### src/rtl/saph_fpu_issuer_pkg.sv
`default_nettype none
// ============================================================================
//  Module   : saph_fpu_issuer_pkg
//  Purpose  : Shared types and constants for the FPU issuer slice: the float
//             operand type, mode-code width and a support-decode helper.
//  Revision : 1.0 - initial release
// ============================================================================
package saph_fpu_issuer_pkg;

    // IEEE-754 single-precision bit pattern.
    typedef logic [31:0] float;

    localparam int c_mode_w    = 2;
    localparam int c_num_modes = 1 << c_mode_w;

    // One bit per mode code, set when the attached FPU implements that mode.
    function automatic logic mode_supported(input logic [c_num_modes-1:0] has_modes,
                                            input logic [c_mode_w-1:0]    mode);
        return has_modes[mode];
    endfunction

endpackage
`default_nettype wire

### src/rtl/saph_fpu_issuer_if.sv
`default_nettype none
// ============================================================================
//  Module   : saph_fpi (interface)
//  Purpose  : GPU <-> FPU operation interface.
//  Signals  : d_trig/d_lhs/d_rhs/d_mode  - operation issue (GPU -> FPU)
//             d_ready                    - FPU can take an operation
//             q_trig/q_res               - result strobe, not stallable
//             has_modes                  - per-mode capability mask
//  Modports : GPU (issuer side), FPU (execution unit side)
//  Revision : 1.0 - initial release
// ============================================================================
interface saph_fpi;
    import saph_fpu_issuer_pkg::*;

    logic                   d_trig;
    float                   d_lhs;
    float                   d_rhs;
    logic [c_mode_w-1:0]    d_mode;
    logic                   d_ready;
    logic                   q_trig;
    float                   q_res;
    logic [c_num_modes-1:0] has_modes;

    modport GPU (
        output d_trig, d_lhs, d_rhs, d_mode,
        input  d_ready, q_trig, q_res, has_modes
    );

    modport FPU (
        input  d_trig, d_lhs, d_rhs, d_mode,
        output d_ready, q_trig, q_res, has_modes
    );

endinterface
`default_nettype wire

### src/rtl/saph_sync_fifo.sv
`default_nettype none
// ============================================================================
//  Module   : saph_sync_fifo
//  Purpose  : Single-clock FIFO with registered storage and a combinational
//             head. A push while full is ignored even if a pop happens in the
//             same cycle; a pop while empty is ignored.
//  Ports    : clk, rst       - clock, synchronous active-high reset
//             i_push, i_din  - write strobe and data
//             i_pop          - read strobe (advances head)
//             o_full/o_empty - status, o_count - occupancy
//             o_head         - oldest entry (valid when !o_empty)
//  Revision : 1.0 - initial release
// ============================================================================
module saph_sync_fifo #(
    parameter type T     = logic [7:0],
    parameter int  DEPTH = 4
) (
    input  wire logic                     clk,
    input  wire logic                     rst,
    input  wire logic                     i_push,
    input  wire T                         i_din,
    input  wire logic                     i_pop,
    output logic                          o_full,
    output logic                          o_empty,
    output logic [$clog2(DEPTH):0]        o_count,
    output T                              o_head
);

    localparam int                AW           = $clog2(DEPTH);
    localparam logic [AW:0]       c_full_count = (AW+1)'(DEPTH);

    T               r_mem [DEPTH];
    logic [AW-1:0]  r_wr_ptr;
    logic [AW-1:0]  r_rd_ptr;
    logic [AW:0]    r_count;

    logic           w_do_push;
    logic           w_do_pop;

    assign o_full    = (r_count == c_full_count);
    assign o_empty   = (r_count == '0);
    assign o_count   = r_count;
    assign o_head    = r_mem[r_rd_ptr];

    assign w_do_push = i_push && !o_full;
    assign w_do_pop  = i_pop  && !o_empty;

    // Storage carries no reset; validity is tracked by the pointers.
    always_ff @(posedge clk) begin
        if (w_do_push) begin
            r_mem[r_wr_ptr] <= i_din;
        end
    end

    // DEPTH is a power of two, so pointers wrap naturally.
    always_ff @(posedge clk) begin
        if (rst) begin
            r_wr_ptr <= '0;
            r_rd_ptr <= '0;
            r_count  <= '0;
        end else begin
            if (w_do_push) r_wr_ptr <= r_wr_ptr + 1'b1;
            if (w_do_pop)  r_rd_ptr <= r_rd_ptr + 1'b1;
            case ({w_do_push, w_do_pop})
                2'b10:   r_count <= r_count + 1'b1;
                2'b01:   r_count <= r_count - 1'b1;
                default: r_count <= r_count;
            endcase
        end
    end

endmodule
`default_nettype wire

### src/rtl/saph_fpu_issuer.sv
`default_nettype none
// ============================================================================
//  Module   : saph_fpu_issuer
//  Purpose  : GPU-side master of saph_fpi. Accepts tagged FP requests, issues
//             supported modes to the FPU with zero added latency, completes
//             unsupported modes locally with an error flag, and returns
//             responses in issue order. FPU results are always captured since
//             q_trig cannot be stalled.
//  Ports    : clk, rst                          - clock, sync active-high reset
//             req_valid/req_ready/req_*         - request channel
//             resp_valid/resp_ready/resp_*      - in-order response channel
//             busy                              - work outstanding
//             err_spurious                      - sticky: result with no op
//             fpu                               - saph_fpi GPU modport
//  Revision : 1.0 - initial release
// ============================================================================
module saph_fpu_issuer
    import saph_fpu_issuer_pkg::*;
#(
    parameter int DEPTH = 4,
    parameter int TAG_W = 4
) (
    input  wire logic                clk,
    input  wire logic                rst,
    input  wire logic                req_valid,
    output logic                     req_ready,
    input  wire float                req_lhs,
    input  wire float                req_rhs,
    input  wire logic [c_mode_w-1:0] req_mode,
    input  wire logic [TAG_W-1:0]    req_tag,
    output logic                     resp_valid,
    input  wire logic                resp_ready,
    output float                     resp_res,
    output logic [TAG_W-1:0]         resp_tag,
    output logic                     resp_err,
    output logic                     busy,
    output logic                     err_spurious,
    saph_fpi.GPU                     fpu
);

    localparam int AW = $clog2(DEPTH);

    // Order entry: caller tag plus whether the request bypassed the FPU.
    typedef struct packed {
        logic [TAG_W-1:0] tag;
        logic             bypass;
    } saph_fpu_ord_t;

    logic           w_supported;
    logic           w_accept;
    logic           w_issue;
    logic           w_resp_fire;
    logic           w_q_valid;

    saph_fpu_ord_t  w_ord_din;
    saph_fpu_ord_t  w_ord_head;
    logic           w_ord_full;
    logic           w_ord_empty;
    logic [AW:0]    w_ord_count;

    float           w_res_head;
    logic           w_res_full;
    logic           w_res_empty;
    logic [AW:0]    w_res_count;

    logic [AW:0]    r_pend;
    logic           r_err_spurious;

    // ---------------- request / issue ----------------
    assign w_supported = mode_supported(fpu.has_modes, req_mode);
    assign req_ready   = !rst && !w_ord_full && (!w_supported || fpu.d_ready);
    assign w_accept    = req_valid && req_ready;
    assign w_issue     = w_accept && w_supported;

    assign fpu.d_trig  = w_issue;
    assign fpu.d_lhs   = req_lhs;
    assign fpu.d_rhs   = req_rhs;
    assign fpu.d_mode  = req_mode;

    assign w_ord_din   = '{tag: req_tag, bypass: !w_supported};

    // ---------------- response ----------------
    assign resp_valid  = !w_ord_empty && (w_ord_head.bypass || !w_res_empty);
    assign resp_tag    = w_ord_head.tag;
    assign resp_err    = w_ord_head.bypass;
    assign resp_res    = w_ord_head.bypass ? '0 : w_res_head;
    assign w_resp_fire = resp_valid && resp_ready;

    saph_sync_fifo #(
        .T     (saph_fpu_ord_t),
        .DEPTH (DEPTH)
    ) u_ord_fifo (
        .clk     (clk),
        .rst     (rst),
        .i_push  (w_accept),
        .i_din   (w_ord_din),
        .i_pop   (w_resp_fire),
        .o_full  (w_ord_full),
        .o_empty (w_ord_empty),
        .o_count (w_ord_count),
        .o_head  (w_ord_head)
    );

    // Every q_trig is captured; a spurious result into a full FIFO is dropped
    // by the FIFO's own full guard.
    saph_sync_fifo #(
        .T     (float),
        .DEPTH (DEPTH)
    ) u_res_fifo (
        .clk     (clk),
        .rst     (rst),
        .i_push  (fpu.q_trig),
        .i_din   (fpu.q_res),
        .i_pop   (w_resp_fire && !w_ord_head.bypass),
        .o_full  (w_res_full),
        .o_empty (w_res_empty),
        .o_count (w_res_count),
        .o_head  (w_res_head)
    );

    // ---------------- in-flight tracking ----------------
    // A q_trig only retires a pending op when one exists; otherwise it is
    // spurious (e.g. an op issued before reset) and only flags the error.
    assign w_q_valid = fpu.q_trig && (r_pend != '0);

    always_ff @(posedge clk) begin
        if (rst) begin
            r_pend         <= '0;
            r_err_spurious <= 1'b0;
        end else begin
            if (fpu.q_trig && (r_pend == '0)) begin
                r_err_spurious <= 1'b1;
            end
            case ({w_issue, w_q_valid})
                2'b10:   r_pend <= r_pend + 1'b1;
                2'b01:   r_pend <= r_pend - 1'b1;
                default: r_pend <= r_pend;
            endcase
        end
    end

    assign err_spurious = r_err_spurious;
    assign busy         = (w_ord_count != '0) || (r_pend != '0);

    // Credit invariant: ops in the FPU plus buffered results never exceed the
    // order entries, so the result FIFO cannot overflow. Only meaningful while
    // no spurious result has been absorbed.
    logic [AW+1:0] w_credit_used;
    assign w_credit_used = {1'b0, r_pend} + {1'b0, w_res_count};

    always_ff @(posedge clk) begin
        if (!rst && !r_err_spurious) begin
            assert (w_credit_used <= {1'b0, w_ord_count});
            assert (!(fpu.q_trig && w_res_full));
        end
    end

endmodule
`default_nettype wire

### src/flat_wrapper.sv
// flat-port wrapper written by rule: the top's interface ports become plain ports
module saph_fpu_issuer_flat import saph_fpu_issuer_pkg::*;
#(
    parameter int DEPTH = 4,
    parameter int TAG_W = 4
)
  (clk, rst, req_valid, req_ready, req_lhs, req_rhs, req_mode, req_tag, resp_valid, resp_ready, resp_res, resp_tag, resp_err, busy, err_spurious, fpu_d_trig, fpu_d_lhs, fpu_d_rhs, fpu_d_mode, fpu_d_ready, fpu_q_trig, fpu_q_res, fpu_has_modes);
  saph_fpi fpu_i ();
  input  wire logic clk;
  input  wire logic rst;
  input  wire logic req_valid;
  output logic req_ready;
  input  wire float req_lhs;
  input  wire float req_rhs;
  input  wire logic [c_mode_w-1:0] req_mode;
  input  wire logic [TAG_W-1:0] req_tag;
  output logic resp_valid;
  input  wire logic resp_ready;
  output float resp_res;
  output logic [TAG_W-1:0] resp_tag;
  output logic resp_err;
  output logic busy;
  output logic err_spurious;
  output wire logic [$bits(fpu_i.d_trig)-1:0] fpu_d_trig;
  output wire logic [$bits(fpu_i.d_lhs)-1:0] fpu_d_lhs;
  output wire logic [$bits(fpu_i.d_rhs)-1:0] fpu_d_rhs;
  output wire logic [$bits(fpu_i.d_mode)-1:0] fpu_d_mode;
  input wire logic [$bits(fpu_i.d_ready)-1:0] fpu_d_ready;
  input wire logic [$bits(fpu_i.q_trig)-1:0] fpu_q_trig;
  input wire logic [$bits(fpu_i.q_res)-1:0] fpu_q_res;
  input wire logic [$bits(fpu_i.has_modes)-1:0] fpu_has_modes;
  assign fpu_d_trig = fpu_i.d_trig;
  assign fpu_d_lhs = fpu_i.d_lhs;
  assign fpu_d_rhs = fpu_i.d_rhs;
  assign fpu_d_mode = fpu_i.d_mode;
  assign fpu_i.d_ready = fpu_d_ready;
  assign fpu_i.q_trig = fpu_q_trig;
  assign fpu_i.q_res = fpu_q_res;
  assign fpu_i.has_modes = fpu_has_modes;
  saph_fpu_issuer #(.DEPTH(DEPTH), .TAG_W(TAG_W)) u_core (.clk(clk), .rst(rst), .req_valid(req_valid), .req_ready(req_ready), .req_lhs(req_lhs), .req_rhs(req_rhs), .req_mode(req_mode), .req_tag(req_tag), .resp_valid(resp_valid), .resp_ready(resp_ready), .resp_res(resp_res), .resp_tag(resp_tag), .resp_err(resp_err), .busy(busy), .err_spurious(err_spurious), .fpu(fpu_i));
endmodule
### config.mk
export PLATFORM = sky130hd
export DESIGN_NAME = saph_fpu_issuer_flat
export DESIGN_NICKNAME = d
export VERILOG_FILES = /design/src/rtl/saph_fpu_issuer_pkg.sv /design/src/rtl/saph_fpu_issuer_if.sv /design/src/rtl/saph_sync_fifo.sv /design/src/rtl/saph_fpu_issuer.sv /design/src/flat_wrapper.sv
export SDC_FILE = /design/constraint.sdc
export NUM_CORES = 1
export LEC_CHECK = 0
export ABC_AREA = 1
export BUFFER_PORTS_ARGS = -buffer_cell sky130_fd_sc_hd__buf_2
export CORE_MARGIN = 2
export CORE_UTILIZATION = 40
export CTS_BUF_LIST = sky130_fd_sc_hd__clkbuf_8
export DETAILED_ROUTE_END_ITERATION = 6
export MAX_ROUTING_LAYER = met4
export PLACE_DENSITY = 0.72
export SLEW_MARGIN = 30
export SYNTH_ARGS = -nofsm -noshare
export SYNTH_HDL_FRONTEND = slang
export SYNTH_SLANG_ARGS = --single-unit
export TNS_END_PERCENT = 5
### constraint.sdc
create_clock -name clk -period 4.95 [get_ports clk]
set_clock_uncertainty 0.05 [all_clocks]
set_input_delay 0.495 -clock clk [delete_from_list [all_inputs] [get_ports clk]]
set_output_delay 0.495 -clock clk [all_outputs]
set_load 0.005 [all_outputs]
==> results of run 1 <==
==> final timing paths <==
kind,from,to,slack (ps)
min,fpu_q_res[9],u_core.u_res_fifo.r_mem[1][9],200
max reg2reg,register,u_core.u_res_fifo.o_count[2],2110
max,register,resp_res[16],1500
min reg2reg,u_core.err_spurious,u_core.err_spurious,420
==> synth_stat cells (all sizes together) <==
| cell | number |
|---|---|
| edfxtp | 148 |
| nor2 | 123 |
| buf | 83 |
| inv | 75 |
| nand2 | 57 |
| o21ai | 53 |
| o32ai | 32 |
| dfxtp | 22 |
| a21oi | 19 |
| ha | 11 |
| clkbuf | 9 |
| nand3 | 7 |
| o22ai | 4 |
| fa | 3 |
| nand4 | 3 |
| a31oi | 2 |
| clkinv | 2 |
| nand3b | 2 |
| xor2 | 2 |
| nor3 | 1 |
==> cell families (layout without fill, tap and decap cells) <==
group,Yosys count,count (layout)
compound gates,110,110
xor+xnor,2,2
fa+ha+maj,14,14
buf+inv,169,206
flops,170,170
other cells,0,3
simple gates,193,193
==> metrics by stage <==
stage / hold slack (ps) / area (um^2) / util, %
final: 195 / 8200 / 44.2
after global routing: 155 / 8200 / 44.2
after CTS: 162 / 8200 / 44.1
after detailed placement: 401 / 7800 / 42.0
after global placement: 390 / 7660 / 41.2
after floorplan: 388 / 7500 / -
==> layer usage <==
layer | global-route usage [%] | wire, um
met1 | 17.9 | 6170
met2 | 24.1 | 7030
met3 | 4.38 | 813
met4 | 9.68 | 632
met5 | - | 0
==> state kept, by name, summed over array words and instances (netlist names), named ones only <==
signal	cells
u_core.err_spurious	1
u_core.r_pend	3
u_core.u_ord_fifo.o_count	3
u_core.u_ord_fifo.r_mem	20
u_core.u_ord_fifo.r_rd_ptr	2
u_core.u_ord_fifo.r_wr_ptr	2
u_core.u_res_fifo.o_count	3
u_core.u_res_fifo.r_mem	128
u_core.u_res_fifo.r_rd_ptr	2
u_core.u_res_fifo.r_wr_ptr	2
==> power breakdown <==
group	leakage (uW)	total, uW	switching (uW)	internal [uW]
Clock	0.000199	973	515	457
Sequential	0.00154	1660	27.4	1630
Combinational	0.00152	396	247	150
==> cell usage in the layout (no fill, tap or decap), types with 2 or more instances in the layout <==
master        n
fa_1          3
o32ai_1      32
inv_6         6
bufinv_16     2
clkinvlp_4    2
nand2_1      53
nor2_4        4
edfxtp_1    148
o22ai_1       4
nor2_1      119
nand2_2       2
nand3b_1      2
nand3_1       3
clkinv_2      3
buf_16        5
ha_1         11
nand2_4       2
clkbuf_8     17
inv_1        75
a21oi_1      19
nand3_2       4
nand4_1       2
xor2_1        2
o21ai_0      52
a31oi_1       2
buf_2        91
dfxtp_1      20
diode_2       3
==> cell type report <==
type	instances	area [um^2]	area share, %
well taps	234	293	3.57
multi-input cells	319	1730	21.1
flip-flops and latches	170	4890	59.6
clock inverters	15	160	1.95
inverters	77	292	3.55
clock buffers	17	234	2.85
repair buffers	97	601	7.32
diodes	3	7.51	0.0915
==> critical path: stages (launching register included) <==
cell and delay (ps):
dfxtp_2 320, buf_4 500, clkinv_2 880, nor2_1 320
o32ai_1 150, nand2_1 90, inv_1 50, buf_2 120
==> flow_metrics.tcl, run 1 <==
set metrics [dict create \
    syn_to_final_growth_pct 9.32 \
    ir_drop_mv 0.163 \
    synth.area.mux_share_pct 0 \
    clock_sinks 170 \
    startpoint_type "register" \
    seq_area_frac_synth_pct 65.1 \
    slew_violations 0 \
    via_per_inst 4.88 \
    worstHoldPathCells 1 \
    synth_nets 784 \
    yosys-top-cells-area "edfxtp_1 59%, buf_4 7.0%, nor2_1 6.2%" \
    setup_violations 0 \
    setup_ws_ps 1500 \
    synthesis.area_mm2 0.00750 \
    clk_pin_slew_ps 100 \
    grt_first_pass_wirelength_mm 22.9 \
    dp_slack_ps 1880 \
    cts_tree "built" \
    grt_pass1_vias 4399 \
    cts_hold_buf 0 \
    synth_seq_cells 170 \
    cts_made_buffers 17 \
    crit_path_end_kind "primary output" \
    synth.distinct_cells 28 \
    reg2reg_depth 13 \
    ant_nets 0 \
    total_power_uw 3030 \
    stdcell_count 932 \
    p_per_area_mw_per_mm2 369 \
    synth_adder_area_share_pct 2.63 \
    boundaryPins 220 \
    yosysTopAreaCellShare_pct 59.2 \
    critPathKind "register to primary output" \
    drc 0 \
    drive_gt1_share_pct 20.9 \
    hpwlAfterDp_mm 9.34 \
    dr.pass1.iters 4 \
    synth_xor_xnor_area_share_pct 0.233 \
    worstPathRequired_ps 4410 \
    synth_largest_area_cell "edfxtp_1" \
    synth_simple_gate_area_share_pct 10.7 \
    clk_latency_ps 450 \
    final.min_clock_period_ps 3450 \
    totalWireLength_mm 14.7 \
    rsz0062_at_grt "no" \
    clockRootBuffer "clkbuf_8" \
    crit_path_max_fanout 65 \
    fmax_mhz 289 \
    arrival_ps 2910 \
    synth-compound-area-share_pct 9.04 \
    finalHoldViolCount 0 \
    tns_ps 0 \
    worst_pin_slew_ps 906 \
    gp_congestion 0.735 \
    syn_inst 658 \
    core_area_mm2 0.0186 \
    cts_resized 0 \
    chipWidth_um 141 \
    synth_area_per_cell_um2 11.4 \
    rows 50 \
    cts_setup_buffers 0 \
    grt_max_degree 66 \
    max_slew_margin_pct 39.6 \
    portBuffers 91 \
    die_h_um 141 \
    initial_core_util_pct 40.4 \
    grt_use_total_pct 15.5 \
    gr-total-overflow 0 \
    p_leak_uw 0.00326 \
    wl_per_cell_um 15.7 \
    dp_cells 897 \
    outcome "finished clean" \
    drv_cap 0 \
    hold_class "primary input to register" \
    timing.final.crit_share_pct 69.8 \
    drt_iter0_drc 286 \
    antenna_found_initial 3 \
    fill_cells 1713 \
    clock_tree.buffer_depth 2 \
    vias 4552 \
    htree_levels 4 \
    dieArea_mm2 0.0199 \
    synth_warnings 0 \
    nNetsFinal 808 \
    synth_top_family_by_area "buffers and inverters" \
]
Note: power is estimated with default switching activity, not from simulation.
==> run 2: changes to the inputs <==
--- a/config.mk
+++ b/config.mk
@@ -5,14 +5,14 @@
 export SDC_FILE = /design/constraint.sdc
 export NUM_CORES = 1
 export LEC_CHECK = 0
-export ABC_AREA = 1
+export ABC_AREA = 0
 export BUFFER_PORTS_ARGS = -buffer_cell sky130_fd_sc_hd__buf_2
 export CORE_MARGIN = 2
 export CORE_UTILIZATION = 40
 export CTS_BUF_LIST = sky130_fd_sc_hd__clkbuf_8
 export DETAILED_ROUTE_END_ITERATION = 6
 export MAX_ROUTING_LAYER = met4
-export PLACE_DENSITY = 0.72
+export PLACE_DENSITY = 0.73
 export SLEW_MARGIN = 30
 export SYNTH_ARGS = -nofsm -noshare
 export SYNTH_HDL_FRONTEND = slang
==> constraint.sdc (replaced) <==
create_clock -name clk -period 3.2 [get_ports clk]
set_clock_uncertainty 0.05 [all_clocks]
set_input_delay 0.32 -clock clk [delete_from_list [all_inputs] [get_ports clk]]
set_output_delay 0.32 -clock clk [all_outputs]
set_load 0.005 [all_outputs]
==> flow_metrics.tcl, run 2 <==
set metrics [dict create \
    max_slew_margin_pct 37.4 \
    layout_common_cells "148 x edfxtp_1, 91 x buf_2, 36 x nor2b_1, 34 x mux4_2, 23 x dlygate4sd3_1" \
    synth_seq_cells 170 \
    clockRootBuffer "clkbuf_8" \
    finish.instance_area_mm2 0.00818 \
    critPathKind "register to register" \
    async_reset_ff_share_pct 0 \
    synth-compound-area-share_pct 2.10 \
    clock_tree.buffer_depth 2 \
    chipWidth_um 139 \
    synth_nets 560 \
    ant_nets 0 \
    p_leak_uw 0.00286 \
    tns_ps 0 \
    regMostFlops "u_core.u_res_fifo.r_mem" \
    grt_max_degree 39 \
    die_h_um 139 \
    slowest_stage "dfxtp_1" \
    htree_levels 4 \
    cts_hold_buf 12 \
    dr.pass1.iters 4 \
    wl_per_cell_um 20.1 \
    synth.area.mux_share_pct 13.0 \
    top_regs "u_core.u_res_fifo.r_mem (128), u_core.u_ord_fifo.r_mem (20)" \
    multi_input_area_mm2 0.00181 \
    layout.area.seq_mm2 0.00489 \
    antennaDiodeCount 0 \
    ys_top_cells_by_count "148 x edfxtp_1, 66 x buf_4, 36 x nor2b_1" \
    drc 0 \
    drv_cap 0 \
    synth_adder_area_share_pct 2.70 \
    grt_use_total_pct 15.9 \
    seq_area_frac_synth_pct 66.7 \
    clock_sinks 170 \
    initial_core_util_pct 40.7 \
    setup_violations 0 \
    synth_simple_gate_area_share_pct 6.07 \
    totalWireLength_mm 14.7 \
    syn_to_final_growth_pct 11.7 \
    synth.most_common_cell "edfxtp_1" \
    boundaryPins 220 \
    stdcell_count 731 \
    clk_latency_ps 450 \
    crit_path_end_kind "register" \
    antenna_found_initial 0 \
    placed_cell_area_mm2 0.00754 \
    grt_pass1_vias 4013 \
    fill_cells 1548 \
    synth_largest_area_cell "edfxtp_1" \
    ir_drop_mv 0.295 \
    crit_path_max_fanout 38 \
    drive_gt1_share_pct 34.9 \
    synth_warnings 0 \
    synth_ff_type "edfxtp_1" \
    yosys-top-cells-area "edfxtp_1 61%, mux4_2 10%, buf_4 6.8%" \
    cts_made_buffers 17 \
    rows 49 \
    synth.distinct_cells 40 \
    critPathMaxStageDelay_ps 480 \
    cts_resized 0 \
    p_per_area_mw_per_mm2 572 \
    cts_setup_buffers 0 \
    synth_area_per_cell_um2 16.9 \
    finalHoldViolCount 0 \
    gp_congestion 0.767 \
    drt_iter0_drc 228 \
    gr-total-overflow 0 \
    via_per_inst 5.07 \
    cts_tree "built" \
    hpwlAfterDp_mm 9.52 \
    fmax_mhz 356 \
    final_common_cell "edfxtp_1" \
    hp-start "fpu_q_res[3]" \
    vias 3705 \
    synthesis.area_mm2 0.00732 \
    rsz0062_at_grt "no" \
    yosysTopAreaCellShare_pct 60.7 \
    largest_reg_flops 128 \
    clk_pin_slew_ps 90 \
    timing.critical_path.cells "mux4_2 -> buf_4 -> o21a_4 -> ha_1 -> inv_1 -> fa_1 -> xor2_1 -> or3_1 -> a21oi_1" \
    final.min_clock_period_ps 2810 \
    dieArea_mm2 0.0194 \
    worstPathRequired_ps 3540 \
    slew_violations 0 \
    synth_top_family_by_area "multiplexers" \
    timing.final.crit_share_pct 87.8 \
    grt_first_pass_wirelength_mm 22.4 \
    synth_edf_count 148 \
    syn_inst 434 \
    worst_pin_slew_ps 939 \
    dp_cells 676 \
    synth_xor_xnor_area_share_pct 0.718 \
    startpoint_type "register" \
    hold_class "primary input to register" \
    outcome "finished clean" \
    nNetsFinal 615 \
    arrival_ps 3150 \
    core_area_mm2 0.0180 \
    portBuffers 91 \
]
run 2: changes by cell type in the layout (fill, tap and decap cells not counted), sizes merged, moves of 9 or more:
cell,change
mux4,+38
a21oi,-9
o21ai,-50
o32ai,-32
inv,-62
nand2,-54
nor2,-106
dlygate4sd3,+23
nor2b,+36
run 2: where the power goes:
group          switching (uW)  internal (uW)  total, uW
Clock                     795            730       1520
Combinational             301            270        571
Sequential               58.2           2520       2580
Total                    1150           3520       4680
run 2: worst paths after layout:
check | end | slack [ps] | depth (start not counted)
worst max-delay path | u_core.u_ord_fifo.o_count[2] | 390 | 9
worst min-delay path | u_core.u_res_fifo.r_mem[2][3] | 40 | 1
worst max register to register | u_core.u_ord_fifo.o_count[2] | 390 | 9
worst min register to register | u_core.err_spurious | 440 | 2
run 2: final cells by class:
class                      count  area share [%]
sequential                   170            59.8
multi-input combinational    166            22.1
clock buffer                  18            3.03
inverter                      16           0.734
tap                          229            3.50
timing repair buffer         118            8.90
clock inverter                14            1.94
run 2: metal layers:
metal  vias to the layer above  share of wire, %  global-route usage (%)
li1                       1663                 -                       -
met1                      1854                37                    17.0
met3                        50               6.8                    5.40
met5                         -                 0                       -
met4                         0               3.0                    6.86
met2                       138                53                    26.9
run 2: cell families (layout without fill, tap and decap cells):
| logic type | Yosys count | after routing |
|---|---|---|
| flops | 170 | 170 |
| buf+inv | 98 | 166 |
| simple gates | 78 | 78 |
| mux | 45 | 45 |
| compound gates | 23 | 23 |
| fa+ha+maj | 14 | 14 |
| xor+xnor | 6 | 6 |
run 2: critical path: cells and delay by family, from the launching register on:
family	cells	cell delay, ps
xor gates and xnor gates	1	170
adders and majority gates	2	560
DFF	1	480
buffers and inverters	2	510
AOI/OAI and AO/OA	2	340
and+or+nand+nor	1	310
muxes	1	320
run 2: through the flow:
stage | total power [uW] | setup WS, ps | util, % | hold WS [ps]
6_report | 4680 | 389 | 45.5 | 39.8
4_1_cts | 4720 | 359 | 44.9 | 0.821
3_5_place_dp | 3190 | 393 | 42.0 | 407
3_3_place_gp | 3150 | 492 | 42.0 | 407
2_1_floorplan | 3020 | 681 | - | 369
5_1_grt | 4890 | 199 | 45.5 | 0.216
==> run 3: changes to the inputs <==
==> constraint.sdc (replaced) <==
create_clock -name clk -period 2.8 [get_ports clk]
set_clock_uncertainty 0.05 [all_clocks]
set_input_delay 0.28 -clock clk [delete_from_list [all_inputs] [get_ports clk]]
set_output_delay 0.28 -clock clk [all_outputs]
set_load 0.005 [all_outputs]
==> flow_metrics.tcl, run 3 (synthesized netlist as in run 2, its figures left out) <==
set metrics [dict create \
    dp_cells 679 \
    antenna_found_initial 0 \
    hpwlAfterDp_mm 9.26 \
    cts_made_buffers 17 \
    chipWidth_um 139 \
    core_area_mm2 0.0180 \
    portBuffers 91 \
    layout.area.seq_mm2 0.00489 \
    grt_use_met1_pct 17.6 \
    clk_pin_slew_ps 80 \
    crit_path_max_fanout 3 \
    top_regs "u_core.u_res_fifo.r_mem (128), u_core.u_ord_fifo.r_mem (20)" \
    timing.final.crit_share_pct 93.4 \
    regMostFlops "u_core.u_res_fifo.r_mem" \
    power.switching_uw 1320 \
    outcome "finished clean" \
    arrival_ps 2940 \
    final.min_clock_period_ps 2620 \
    hold_slack_ps 146 \
    hold_class "primary input to register" \
    ir_drop_mv 0.388 \
    met3_usage_pct 4.37 \
    drive_gt1_share_pct 34.2 \
    drc 0 \
    tns_ps 0 \
    die_h_um 139 \
    wl_per_cell_um 19.4 \
    reg2reg_depth 8 \
    final_common_cell "edfxtp_1" \
    setup_violations 0 \
    fmax_mhz 382 \
    grt_most_used_layer "met2" \
    cts_setup_buffers 0 \
    ant_nets 0 \
    nNetsFinal 631 \
    grt_use_total_pct 15.6 \
    initial_core_util_pct 40.7 \
    slew_violations 0 \
    fill_cells 1550 \
    p_per_area_mw_per_mm2 638 \
    combPwrFrac_pct 12.7 \
    total_power_uw 5300 \
    reg2reg_to "u_core.u_res_fifo.o_count[2]" \
    cts_tree "built" \
    dr.pass1.iters 6 \
    p_leak_uw 0.00293 \
    multi_input_area_mm2 0.00181 \
    stdcell_count 747 \
    grt_first_pass_wirelength_mm 22.2 \
    worstPathRequired_ps 3120 \
    regToRegSetupSlack_ps 180 \
    drv_cap 0 \
    finalHoldViolCount 0 \
    clockRootBuffer "clkbuf_8" \
    dieArea_mm2 0.0194 \
    use_met2_pct 26.0 \
    swShare_pct 24.9 \
    boundaryPins 220 \
    drt_iter0_drc 197 \
    via_per_inst 5.01 \
    htree_levels 4 \
    clk_latency_ps 450 \
    vias 3739 \
    layout_common_cells "148 x edfxtp_1, 91 x buf_2, 36 x nor2b_1, 36 x dlygate4sd3_1, 34 x mux4_2" \
    grt_max_degree 39 \
    pwr-share-seq_pct 55.4 \
    rows 49 \
    clock_tree.buffer_depth 2 \
    worst_pin_slew_ps 957 \
    syn_to_final_growth_pct 13.6 \
    rsz0062_at_grt "no" \
    finish.instance_area_mm2 0.00832 \
    intPower_uw 3980 \
    hp-start "fpu_q_trig" \
    hold_path_end "u_core.u_res_fifo.r_wr_ptr[1]" \
    max_slew_margin_pct 36.2 \
    p_clk_share_pct 32.0 \
    clock_sinks 170 \
    startpoint_type "register" \
    critPathKind "register to register" \
    totalWireLength_mm 14.5 \
    placed_cell_area_mm2 0.00755 \
    crit_path_end_kind "register" \
    gp_congestion 0.807 \
    grt_pass1_vias 4029 \
    gr-total-overflow 0 \
    largest_reg_flops 128 \
    worstHoldPathCells 3 \
    antennaDiodeCount 0 \
]
-- run 3: repair_timing --
item	in CTS	in global routing
hold buffers	36	0
gates resized for setup	0	1
endpoints found under the hold margin	142	0
endpoints found under the setup margin	0	1
-- run 3: worst max path at each step --
stage                                    to  slack (ps)
6_report       u_core.u_res_fifo.o_count[2]         180
5_1_grt        u_core.u_res_fifo.o_count[2]          80
4_1_cts        u_core.u_ord_fifo.o_count[2]         110
3_5_place_dp   u_core.u_ord_fifo.o_count[2]         130
3_3_place_gp   u_core.u_ord_fifo.o_count[2]         200
2_1_floorplan  u_core.u_res_fifo.o_count[2]         280
-- run 3: power by group through the flow --
stage               Combinational [uW]  Clock [uW]  Sequential [uW]
floorplan                          477           0             2980
global placement                   617           0             2980
detailed placement                 640           0             3000
CTS                                684        1750             2940
global route                       747        1840             2950
finish                             673        1690             2940
-- run 3: stage by stage --
step	util (%)	setup slack, ps
after floorplan	-	281
after global placement	42.0	197
after detailed placement	42.0	129
after CTS	46.2	106
after global routing	46.3	76.4
final	46.3	184
-- run 3: area by class of cell --
class,instances,share of cell area (%)
well taps,229,3.44
inverters,16,0.722
clock inverters,13,1.65
flip-flops and latches,170,58.8
repair buffers,134,10.5
clock buffers,19,3.14
multi-input cells,166,21.8
-- run 3: worst max-delay path, cell delays in order (launching register included) --
cell and delay, ps:
dfxtp_1 370, mux4_2 550, nor3b_2 310, ha_1 240, inv_1 60, fa_1 370
xor2_1 160, or3_1 300, a21oi_1 140
-- run 3: layer usage --
layer,vias to the layer above,routed length [um]
met2,128,7550
met3,47,933
met1,1865,5580
met4,0,412
li1,1699,-
met5,-,0
